### src/rtl/game_round_sequencer.sv
// game_round_sequencer: one-hot round FSM for a number-guessing game; round timer compiled in only with GAME_ROUND_TIMEOUT_EN
module game_round_sequencer #(
   parameter logic [7:0] ROUND_TICKS = 8'd30,
   parameter logic [1:0] MAX_LIVES   = 2'd3
) (
   input  logic       Clk,
   input  logic       Reset,
   input  logic       CEN,
   input  logic       Start,
   input  logic       Select,
   input  logic       Quit,
   input  logic [7:0] rndNumber,
   input  logic [7:0] userNumber,
   output logic [7:0] outputNumber,
   output logic [7:0] roundTimer,
   output logic [7:0] playerScore,
   output logic [7:0] highScore,
   output logic [1:0] livesLeft,
   output logic       isWrong,
   output logic [5:0] state
);
   typedef enum logic [5:0] {
      IDLE   = 6'b000001,
      LOAD   = 6'b000010,
      ANSWER = 6'b000100,
      HIT    = 6'b001000,
      MISS   = 6'b010000,
      OVER   = 6'b100000
   } state_t;
   state_t     state_q;
   logic [7:0] num_q, score_q, high_q;
   logic [1:0] lives_q;
   logic       wrong_q;
   logic [7:0] best_d, score_d;
`ifdef GAME_ROUND_TIMEOUT_EN
   logic [7:0] timer_q;
   assign roundTimer = timer_q;
`else
   logic unused_cen;
   assign unused_cen = CEN ^ (|ROUND_TICKS);
   assign roundTimer = 8'd0;
`endif
   assign best_d       = (score_q > high_q) ? score_q : high_q;
   assign score_d      = (score_q == 8'hFF) ? score_q : score_q + 8'd1;
   assign outputNumber = num_q;
   assign playerScore  = score_q;
   assign highScore    = high_q;
   assign livesLeft    = lives_q;
   assign isWrong      = wrong_q;
   assign state        = state_q;
   // Round sequencing; highScore is folded in on every transition into OVER
   always_ff @(posedge Clk) begin
      if (Reset) begin
         state_q <= IDLE;
         num_q   <= 8'd0;
         score_q <= 8'd0;
         high_q  <= 8'd0;
         lives_q <= 2'd0;
         wrong_q <= 1'b0;
`ifdef GAME_ROUND_TIMEOUT_EN
         timer_q <= 8'd0;
`endif
      end else begin
         case (state_q)
            IDLE: if (Start) begin
               score_q <= 8'd0;
               lives_q <= MAX_LIVES;
               wrong_q <= 1'b0;
               state_q <= LOAD;
            end
            LOAD: begin
               num_q   <= rndNumber;
`ifdef GAME_ROUND_TIMEOUT_EN
               timer_q <= ROUND_TICKS;
`endif
               state_q <= ANSWER;
            end
            ANSWER: begin
               if (Quit) begin
                  high_q  <= best_d;
                  state_q <= OVER;
               end else if (Select) begin
                  wrong_q <= userNumber != num_q;
                  state_q <= (userNumber == num_q) ? HIT : MISS;
               end
`ifdef GAME_ROUND_TIMEOUT_EN
               else if (CEN && timer_q == 8'd0) begin
                  wrong_q <= 1'b1;
                  state_q <= MISS;
               end else if (CEN) timer_q <= timer_q - 8'd1;
`endif
            end
            HIT: begin
               score_q <= score_d;
               state_q <= LOAD;
            end
            MISS: begin
               lives_q <= lives_q - 2'd1;
               if (lives_q == 2'd1) high_q <= best_d;
               state_q <= (lives_q == 2'd1) ? OVER : LOAD;
            end
            OVER: if (Select) state_q <= IDLE;
            default: state_q <= IDLE;
         endcase
      end
   end
endmodule

### config.mk
export PLATFORM = sky130hd
export DESIGN_NAME = game_round_sequencer
export DESIGN_NICKNAME = d
export VERILOG_FILES = /design/src/rtl/game_round_sequencer.sv
export SDC_FILE = /design/constraint.sdc
export NUM_CORES = 1
export LEC_CHECK = 0
export CORE_MARGIN = 8
export CORE_UTILIZATION = 49
export DETAILED_ROUTE_END_ITERATION = 8
export PLACE_DENSITY = 0.85
export SYNTH_ARGS = -nofsm -noshare
export SYNTH_HDL_FRONTEND = slang
export SYNTH_SLANG_ARGS = --single-unit
### constraint.sdc
create_clock -name Clk -period 5.33 [get_ports Clk]
set_input_delay 1.066 -clock Clk [delete_from_list [all_inputs] [get_ports Clk]]
set_output_delay 1.066 -clock Clk [all_outputs]
set_load 0.03 [all_outputs]
After elaboration in Yosys (flattened, before gate mapping)
Index checks and enable logic that the tools add are counted.
{"block": "op_classes", "n_div": 0, "shift": 0, "bitwise": 0, "reduce_logical": 9, "n_eq_ne": 18, "mul": 0, "mux": 20, "order_cmp": 1, "addsub": 2}
{"op": "8-bit 2-to-1 mux", "count": 5}
{"op": "6-bit one-hot mux with 6 select lines", "count": 1}
{"op": "8-bit one-hot mux with 2 select lines", "count": 2}
{"op": "6-bit 2-to-1 mux", "count": 5}
{"op": "2-bit != test, second input constant", "count": 7}
{"op": "3-bit AND reduction", "count": 3}
{"op": "8-bit by 1-bit adder with 8-bit output, second input constant", "count": 1}
{"op": "8-bit equality test", "count": 1}
{"op": "8-bit equality test, second input constant", "count": 1}
{"op": "8-bit > comparator", "count": 1}
{"op": "8-bit != test", "count": 1}
{"op": "2-bit nonzero test", "count": 4}
{"op": "6-bit by 1-bit equality test with 1-bit output, second input constant", "count": 1}
{"op": "6-bit by 2-bit equality test with 1-bit output, second input constant", "count": 1}
{"op": "6-bit by 3-bit equality test with 1-bit output, second input constant", "count": 1}
{"op": "6-bit by 4-bit equality test with 1-bit output, second input constant", "count": 1}
{"op": "6-bit by 5-bit equality test with 1-bit output, second input constant", "count": 1}
{"op": "6-bit equality test, second input constant", "count": 1}
{"op": "5-bit 2-to-1 mux", "count": 1}
{"op": "2-bit one-hot mux with 2 select lines", "count": 1}
{"op": "4-bit AND reduction", "count": 1}
{"op": "1-bit 2-to-1 mux", "count": 3}
{"op": "3-bit != test, second input constant", "count": 1}
{"op": "2-bit by 1-bit equality test with 1-bit output, second input constant", "count": 1}
{"op": "4 further kinds", "count": 4}
{"block": "word_totals", "n_memories": 0, "ramBits": 0, "romBits": 0, "latchBits": 0, "reg_bits": 33, "word_cells": 56, "output_inout_bits": 41}

Logic depth before layout (Yosys ltp)
Gate-level depths: netlist of run 1.
{"block": "logic_depth", "word_depth": 5, "ltp_mapped": 7, "ltp_nobuf": 7}

Worst setup path after synthesis of run 1
Ideal clock, no wire load.
{"block": "synth_path", "kind": "input -> register", "startpoint": "input port Start", "endpoint": "register score_q[5], in the netlist playerScore[5]", "arrival_time_ns": 2.084, "setup_time_ns": 0.070, "path_slack_ns": 3.176, "path_stages": 4, "n_path_buf": 0, "path_cell_list": "nor3b_2 or3_4 or4_1 a21oi_1"}
{"block": "synth_via", "elab_chain_cells": 2}
{"item": "from (decl)", "line": "9", "text": "input logic Start,"}
{"item": "2-bit != test (no line)"}
{"item": "3-bit AND reduction (no line)"}
{"item": "to (signal assigned)", "line": "94", "text": "score_q <= score_d;"}
{"item": "to (decl)", "line": "31", "text": "logic [7:0] num_q, score_q, high_q;"}
Every way passes these cells.
A chain may end at the register's enable or synchronous reset.

Worst setup path after layout of run 1
{"block": "layout_path", "startpoint": "register score_q[2], in the netlist playerScore[2]", "endpoint": "output port playerScore[2]"}
{"item": "to (decl)", "line": "16", "text": "output logic [7:0] playerScore,"}
No word-level cell between the ends.

==> impl_metrics.env, run 1 <==
export IMPL_place_congestion=0.918
export IMPL_vias=1621
export IMPL_crit_path_start="playerScore[2]"
export IMPL_post_synth_edffs=0
export IMPL_r2r_setup_slk_ns=3.03
export IMPL_timing_rr_start="state[5]"
export IMPL_worst_hold_startpoint="isWrong"
export IMPL_max_clock_freq_mhz=382
export IMPL_timing_clock_skew_ns=0.00239
export IMPL_crit_family="buffers and inverters"
export IMPL_synthDominantCellAreaShare_pct=35.0
export IMPL_tightest_slew_ns=0.597
export IMPL_finalInstanceArea_sq_um=2510
export IMPL_timing_hold_worst_class="reg -> reg"
export IMPL_grt_remaining_overflow=0
export IMPL_count_of_cell_types_in_the_netlist=48
export IMPL_grt_setup_unrepaired="false"
export IMPL_detailed_place_hpwl_microns=3390
export IMPL_fp_coreArea_sq_um=3690
export IMPL_postRouteAntennaNets=0
export IMPL_worst_setup_hold_path_clk_slew_ns=0.06
export IMPL_worst_path_largest_cell_delay_ns=0.75
export IMPL_final_layout_size_suffix_gt1_share_pct=6.18
export IMPL_design_final_nets=291
export IMPL_clk_latency_ns=0.29
export IMPL_async_reset_ff_share_pct=0
export IMPL_max_slew_violations=0
export IMPL_path_buf_inv=1
export IMPL_post_cts_resized=0
export IMPL_clock_tree_htree_level_count=2
export IMPL_grt_use_total_pct=15.2
export IMPL_cts_tree="yes"
export IMPL_effective_utilization_at_floorplan_pct=51.2
export IMPL_fin_total_pwr_uw=782
export IMPL_post_drt_wl_per_cell_microns=14.3
export IMPL_grt_max_degree=36
export IMPL_fin_util_pct=68.1
export IMPL_die_w_microns=78.1
export IMPL_cp_cell_sequence="clkdlybuf4s50_1"
export IMPL_critPathCaptureType="output port"
export IMPL_root_buffer="sky130_fd_sc_hd__clkbuf_8"
export IMPL_maxSlewHeadroom_pct=60.2
export IMPL_holdBufCountCts=0
export IMPL_tritoncts_num_buffers=5
export IMPL_critPathSlowestCell="sky130_fd_sc_hd__clkdlybuf4s50_1"
export IMPL_avgSynthCellArea_sq_um=9.26
export IMPL_setup_total_negative_slack_ns=0
export IMPL_r2r_end="state[0]"
export IMPL_ys_top_cells_by_area="sky130_fd_sc_hd__dfxtp_1 (35%), sky130_fd_sc_hd__mux2i_1 (8.5%), sky130_fd_sc_hd__ha_1 (6.6%)"
export IMPL_crit_arrival_ns=1.55
export IMPL_maximum_root_to_sink_buffer_count=2
export IMPL_area_growth_syn_to_layout_pct=33.0
export IMPL_grt_pass1_wl_microns=7480
export IMPL_start_kind="flop"
export IMPL_place_port_buffers=53
export IMPL_power_leakage_nw=0.910
export IMPL_required_ns=4.26
export IMPL_placement_cell_area_sq_um=2430
export IMPL_core_rowCount=22
export IMPL_final_common_cell="sky130_fd_sc_hd__clkdlybuf4s50_1"
export IMPL_n_antenna_cell=0
export IMPL_worst_path_max_fanout=8
export IMPL_syn_instance_count=204
export IMPL_status="finished clean"
export IMPL_max_vdd_ir_drop_mv=0.216
export IMPL_yosys_register_bits=33
export IMPL_fin_hold_ws_ns=0.454
export IMPL_setup_worst_path_class="reg -> out"
export IMPL_cts_post_setup_buffers_inserted=0
export IMPL_yosysWarningCount=0
export IMPL_clock_sinks=33
export IMPL_post_drt_via_cell_ratio=5.28
export IMPL_first_global_vias=1624
export IMPL_most_common_layout_cells="sky130_fd_sc_hd__clkdlybuf4s50_1 (53), sky130_fd_sc_hd__dfxtp_1 (33), sky130_fd_sc_hd__nor2_1 (18), sky130_fd_sc_hd__nand2b_1 (17), sky130_fd_sc_hd__mux2i_1 (16)"
export IMPL_yosysSeqAreaShare_pct=35.0
export IMPL_period_minus_ws_final_ns=2.62
export IMPL_io_pins=63
export IMPL_postSynth_topFlopCell="sky130_fd_sc_hd__dfxtp_1"
export IMPL_p_per_area_nw_per_um2=311
export IMPL_die_outline_area_sq_um=6100
export IMPL_die_height_microns=78.1
export IMPL_route_final_wire_length_microns=4390
export IMPL_dr_first_iter_drc_count=69
export IMPL_rr_worst_depth=4
export IMPL_timing_final_setup_violations=0
export IMPL_worst_hold_path_endpoint="isWrong"
export IMPL_antenna_found_initial=0
export IMPL_synth_top_area_cell="sky130_fd_sc_hd__dfxtp_1"
export IMPL_mappedNetlistArea_sq_um=1890
export IMPL_whs_path_depth=2
export IMPL_min_period_over_period_pct=49.1
export IMPL_timing_final_hold_violations=0
export IMPL_drc=0
export IMPL_detail_route_first_pass_iterations=4
export IMPL_cap_viol_max_count=0
## worst min-delay path, stage by stage, from the launching register on
cell and delay (ns):
sky130_fd_sc_hd__dfxtp_1 0.31, sky130_fd_sc_hd__nand2_1 0.05, sky130_fd_sc_hd__a21oi_1 0.05
## metrics by stage
step | std cells | setup WS, ns
6_report | 307 | 2.71
5_1_grt | 307 | 2.66
4_1_cts | 307 | 2.70
3_5_place_dp | 300 | 2.59
3_3_place_gp | 300 | 2.58
2_1_floorplan | 211 | 3.18
## layer usage
metal | global-route usage (%) | part of all wire [%]
met1 | 16.8 | 44
met2 | 24.4 | 46
met3 | 7.63 | 8.5
met4 | 5.56 | 1.5
met5 | 0 | 0
## cells in the mapped netlist (2+ instances only)
cell / count
sky130_fd_sc_hd__nand2b_1: 17
sky130_fd_sc_hd__nand3_1: 3
sky130_fd_sc_hd__o31ai_1: 2
sky130_fd_sc_hd__and4_1: 2
sky130_fd_sc_hd__and3_1: 4
sky130_fd_sc_hd__buf_4: 8
sky130_fd_sc_hd__nand3b_1: 2
sky130_fd_sc_hd__nand2_1: 4
sky130_fd_sc_hd__dfxtp_1: 33
sky130_fd_sc_hd__or4_1: 4
sky130_fd_sc_hd__nor2_1: 18
sky130_fd_sc_hd__inv_1: 11
sky130_fd_sc_hd__a21o_1: 2
sky130_fd_sc_hd__or3_1: 2
sky130_fd_sc_hd__nor3_1: 6
sky130_fd_sc_hd__a21oi_1: 9
sky130_fd_sc_hd__nor4_1: 3
sky130_fd_sc_hd__ha_1: 10
sky130_fd_sc_hd__clkbuf_1: 4
sky130_fd_sc_hd__mux2i_1: 16
sky130_fd_sc_hd__nor2b_1: 3
sky130_fd_sc_hd__nand4_1: 4
sky130_fd_sc_hd__xnor2_1: 12
## area by class of cell
class,instances,area [sq um]
Clock buffer,7,86.3
Fill cell,324,1170
Inverter,11,41.3
Multi-Input combinational cell,154,1130
Sequential cell,33,661
Tap cell,48,60.1
Timing Repair Buffer,54,538
## logic make-up after synthesis
family	Yosys count	synth area share [%]
buffers and inverters	24	6.75
other	1	0.198
adder cells (fa/ha/maj)	10	6.62
flip-flops	33	35.0
XOR/XNOR	12	5.56
AND/OR/NAND/NOR	82	27.2
multiplexers	16	8.48
AO/OA/AOI/OAI	26	10.2
## report_power, final
part | switching, mW | total, mW | internal [mW] | leakage, nW
registers | 0.0309 | 0.299 | 0.268 | 0.267
clock network | 0.0890 | 0.191 | 0.102 | 0.0443
logic | 0.162 | 0.292 | 0.130 | 0.598
total | 0.282 | 0.782 | 0.500 | 0.910
## state kept, by name (all words and copies together), names as in the netlist
signal	count
livesLeft	2
playerScore	8
outputNumber	8
state	6
isWrong	1
highScore	8
## how the worst max path moves through the flow
stage	depth (start not counted)	endpoint
floorplan	4	playerScore[5]
global placement	5	state[1]
global route	1	playerScore[2]
finish	1	playerScore[2]
CTS	1	playerScore[2]
detailed placement	5	state[1]
Note: power is estimated with default switching activity, not from simulation.
==> run 2: changes to the inputs <==
Settings changed: CORE_UTILIZATION 49 to 41, PLACE_DENSITY 0.85 to 0.76.
Clock period 5.33 ns to 2.3 ns, I/O delays scaled along.
==> impl_metrics.env, run 2 (synthesis results as in run 1) <==
export IMPL_setup_worst_path_class="reg -> reg"
export IMPL_tightest_slew_ns=0.563
export IMPL_postRouteAntennaNets=0
export IMPL_max_slew_violations=0
export IMPL_max_clock_freq_mhz=460
export IMPL_post_cts_resized=0
export IMPL_detail_route_first_pass_iterations=4
export IMPL_cts_tree="yes"
export IMPL_grt_remaining_overflow=0
export IMPL_maximum_root_to_sink_buffer_count=2
export IMPL_fin_hold_ws_ns=0.455
export IMPL_timing_rr_start="state[5]"
export IMPL_status="finished clean"
export IMPL_maxSlewHeadroom_pct=62.1
export IMPL_final_layout_size_suffix_gt1_share_pct=9.26
export IMPL_critPathCaptureType="flop"
export IMPL_worst_path_max_fanout=7
export IMPL_period_minus_ws_final_ns=2.17
export IMPL_min_period_over_period_pct=94.6
export IMPL_post_drt_wl_per_cell_microns=14.4
export IMPL_place_port_buffers=53
export IMPL_crit_arrival_ns=2.35
export IMPL_max_vdd_ir_drop_mv=0.455
export IMPL_placement_cell_area_sq_um=2490
export IMPL_clock_sinks=33
export IMPL_area_growth_syn_to_layout_pct=37.6
export IMPL_design_final_nets=301
export IMPL_grt_max_degree=14
export IMPL_layout_filler_cells=418
export IMPL_setup_total_negative_slack_ns=0
export IMPL_power_leakage_nw=0.959
export IMPL_timing_clock_skew_ns=0.00295
export IMPL_multi_input_area_sq_um=1130
export IMPL_sequential_cell_area_sq_um=661
export IMPL_cap_viol_max_count=0
export IMPL_worst_setup_hold_path_clk_slew_ns=0.06
export IMPL_root_buffer="sky130_fd_sc_hd__clkbuf_8"
export IMPL_antenna_found_initial=0
export IMPL_core_rowCount=24
export IMPL_timing_hold_worst_class="reg -> reg"
export IMPL_required_ns=2.48
export IMPL_timing_final_hold_violations=0
export IMPL_detailed_place_hpwl_microns=3650
export IMPL_vias=1680
export IMPL_die_w_microns=83.9
export IMPL_place_congestion=0.902
export IMPL_crit_path_start="state[5]"
export IMPL_worst_hold_startpoint="isWrong"
export IMPL_finalInstanceArea_sq_um=2600
export IMPL_n_antenna_cell=0
export IMPL_drc=0
export IMPL_dr_first_iter_drc_count=68
export IMPL_tritoncts_num_buffers=5
export IMPL_clk_latency_ns=0.29
export IMPL_start_kind="flop"
export IMPL_die_height_microns=83.9
export IMPL_grt_setup_unrepaired="false"
export IMPL_p_per_area_nw_per_um2=704
export IMPL_fp_coreArea_sq_um=4380
export IMPL_die_outline_area_sq_um=7040
export IMPL_io_pins=63
export IMPL_route_final_wire_length_microns=4630
export IMPL_grt_pass1_wl_microns=7940
export IMPL_most_common_layout_cells="sky130_fd_sc_hd__clkdlybuf4s50_1 (53), sky130_fd_sc_hd__dfxtp_1 (33), sky130_fd_sc_hd__nor2_1 (18), sky130_fd_sc_hd__nand2b_1 (17), sky130_fd_sc_hd__mux2i_1 (16)"
export IMPL_post_drt_via_cell_ratio=5.22
export IMPL_final_common_cell="sky130_fd_sc_hd__clkdlybuf4s50_1"
export IMPL_effective_utilization_at_floorplan_pct=43.1
export IMPL_clock_tree_htree_level_count=2
export IMPL_timing_final_setup_violations=0
export IMPL_first_global_vias=1684
export IMPL_holdBufCountCts=0
export IMPL_cts_post_setup_buffers_inserted=0
export IMPL_grt_use_total_pct=13.4
[run 2: layout make-up]
type | count | share of cell area [%]
Clock buffer | 8 | 3.08
Tap cell | 52 | 2.50
Inverter | 11 | 1.59
Timing Repair Buffer | 64 | 24.1
Multi-Input combinational cell | 154 | 43.4
Sequential cell | 33 | 25.4
[run 2: worst paths after layout]
| kind | to | slack (ns) | cells past startpoint |
|---|---|---|---|
| setup / recovery | highScore[1] | 0.13 | 6 |
| setup reg to reg | highScore[1] | 0.13 | 6 |
| hold / removal | isWrong | 0.46 | 2 |
| hold reg to reg | isWrong | 0.46 | 2 |
[run 2: where the power goes]
group	internal [mW]	switching, mW	total, mW
logic	0.331	0.393	0.724
clock network	0.215	0.205	0.420
registers	0.620	0.0667	0.687
total	1.17	0.665	1.83
[run 2: through the flow]
step	setup WS, ns	instances	power, mW	util (%)
after floorplan	0.149	211	1.18	-
after global placement	0.175	312	1.41	56.8
after detailed placement	0.158	312	1.42	56.8
after CTS	0.140	320	1.85	58.7
after global routing	0.0170	322	1.94	59.3
final	0.125	322	1.83	59.3
[run 2: per-layer routing]
metal  GRT usage, %  share of wire (%)
met5              0                  0
met4           4.87                1.7
met3           5.96                7.7
met2           21.0                 47
met1           15.6                 44
[run 2: worst max-delay path: stages (launching register included)]
cell and delay, ns:
sky130_fd_sc_hd__dfxtp_1 0.36, sky130_fd_sc_hd__or4_1 0.63, sky130_fd_sc_hd__or3_1 0.41, sky130_fd_sc_hd__o2111ai_1 0.33, sky130_fd_sc_hd__a21oi_4 0.07, sky130_fd_sc_hd__buf_12 0.15
sky130_fd_sc_hd__mux2i_1 0.11
==> run 3: changes to the inputs <==
Settings changed: RECOVER_POWER set to 25.
==> impl_metrics.env, run 3 (synthesis results as in run 1) <==
export IMPL_effective_utilization_at_floorplan_pct=43.1
export IMPL_fin_util_pct=59.1
export IMPL_root_buffer="sky130_fd_sc_hd__clkbuf_8"
export IMPL_p_per_area_nw_per_um2=705
export IMPL_critPathCaptureType="flop"
export IMPL_period_minus_ws_final_ns=2.17
export IMPL_timing_rr_start="state[5]"
export IMPL_fin_total_pwr_mw=1.83
export IMPL_power_leakage_nw=1.00
export IMPL_tritoncts_num_buffers=5
export IMPL_final_common_cell="sky130_fd_sc_hd__clkdlybuf4s50_1"
export IMPL_finalInstanceArea_sq_um=2590
export IMPL_maxSlewHeadroom_pct=62.1
export IMPL_status="finished clean"
export IMPL_clk_latency_ns=0.29
export IMPL_layout_filler_cells=420
export IMPL_place_congestion=0.902
export IMPL_grt_setup_unrepaired="false"
export IMPL_tightest_slew_ns=0.563
export IMPL_drc=0
export IMPL_antenna_found_initial=0
export IMPL_final_layout_size_suffix_gt1_share_pct=8.52
export IMPL_timing_hold_worst_class="reg -> reg"
export IMPL_route_final_wire_length_microns=4640
export IMPL_timing_final_setup_violations=0
export IMPL_io_pins=63
export IMPL_cp_cell_sequence="or4_1, or3_1, o2111ai_1, a21oi_4, buf_12, mux2i_1"
export IMPL_cts_tree="yes"
export IMPL_fp_coreArea_sq_um=4380
export IMPL_clock_tree_htree_level_count=2
export IMPL_detailed_place_hpwl_microns=3650
export IMPL_vias=1673
export IMPL_fin_hold_ws_ns=0.454
export IMPL_placement_cell_area_sq_um=2490
export IMPL_most_common_layout_cells="sky130_fd_sc_hd__clkdlybuf4s50_1 (40), sky130_fd_sc_hd__dfxtp_1 (33), sky130_fd_sc_hd__nor2_1 (18), sky130_fd_sc_hd__nand2b_1 (17), sky130_fd_sc_hd__mux2i_1 (16)"
export IMPL_postRouteAntennaNets=0
export IMPL_worst_setup_hold_path_clk_slew_ns=0.07
export IMPL_first_global_vias=1684
export IMPL_die_w_microns=83.9
export IMPL_crit_arrival_ns=2.35
export IMPL_place_port_buffers=53
export IMPL_die_outline_area_sq_um=7040
export IMPL_maximum_root_to_sink_buffer_count=2
export IMPL_grt_remaining_overflow=0
export IMPL_design_final_nets=301
export IMPL_setup_worst_path_class="reg -> reg"
export IMPL_detail_route_first_pass_iterations=4
export IMPL_grt_max_degree=14
export IMPL_setup_total_negative_slack_ns=0
export IMPL_dr_first_iter_drc_count=63
export IMPL_worst_path_max_fanout=7
export IMPL_required_ns=2.48
export IMPL_area_growth_syn_to_layout_pct=37.2
export IMPL_post_drt_wl_per_cell_microns=14.4
export IMPL_die_height_microns=83.9
export IMPL_start_kind="flop"
export IMPL_max_clock_freq_mhz=461
export IMPL_grt_pass1_wl_microns=7940
export IMPL_holdBufCountCts=0
export IMPL_post_cts_resized=0
export IMPL_grt_use_total_pct=13.4
export IMPL_max_slew_violations=0
export IMPL_n_antenna_cell=0
export IMPL_timing_clock_skew_ns=0.00313
export IMPL_max_vdd_ir_drop_mv=0.455
export IMPL_worst_hold_startpoint="isWrong"
export IMPL_min_period_over_period_pct=94.3
export IMPL_critPathSlowestCell="sky130_fd_sc_hd__or4_1"
export IMPL_post_drt_via_cell_ratio=5.20
export IMPL_clock_sinks=33
export IMPL_crit_path_start="state[5]"
export IMPL_cap_viol_max_count=0
export IMPL_core_rowCount=24
export IMPL_timing_final_hold_violations=0
export IMPL_worst_path_largest_cell_delay_ns=0.63
## run 3: repair_timing
action	in CTS	in global routing
hold endpoints to repair	0	0
setup endpoints to repair	0	1
buffers inserted	0	2
## run 3: worst paths after layout
kind                   to  slack, ns  cells past startpoint
min               isWrong       0.45                      2
max reg2reg  highScore[7]       0.13                      6
max          highScore[7]       0.13                      6
min reg2reg       isWrong       0.45                      2
## run 3: power by group
group          switching (mW)  internal (mW)  total, mW
clock                   0.208          0.215      0.423
combinational           0.390          0.327      0.717
sequential             0.0652          0.620      0.685
total                   0.664           1.16       1.83
## run 3: routing by layer
layer  global-route usage (%)  routed length (microns)
met1                     15.6                     2050
met2                     21.0                     2130
met3                     5.96                      374
met4                     4.87                       80
met5                        0                        0
## run 3: final cells by class
cell class                      count  area [sq um]  area share (%)
Timing Repair Buffer               64           622            24.0
Clock buffer                        8          80.1            3.09
Tap cell                           52          65.1            2.51
Sequential cell                    33           661            25.5
Multi-Input combinational cell    154          1120            43.3
Inverter                           11          41.3            1.59
## run 3: per-stage QoR
stage               setup slack [ns]  std cells
CTS                            0.140        320
floorplan                      0.149        211
global route                  0.0361        322
detailed placement             0.158        312
global placement               0.175        312
finish                         0.132        322
## run 3: critical path, delay by kind of cell, from the launching register on
kind | cells | cell delay, ns
AO/OA/AOI/OAI | 2 | 0.40
buffers and inverters | 1 | 0.15
flip-flops | 1 | 0.37
multiplexers | 1 | 0.11
AND/OR/NAND/NOR | 2 | 1.04
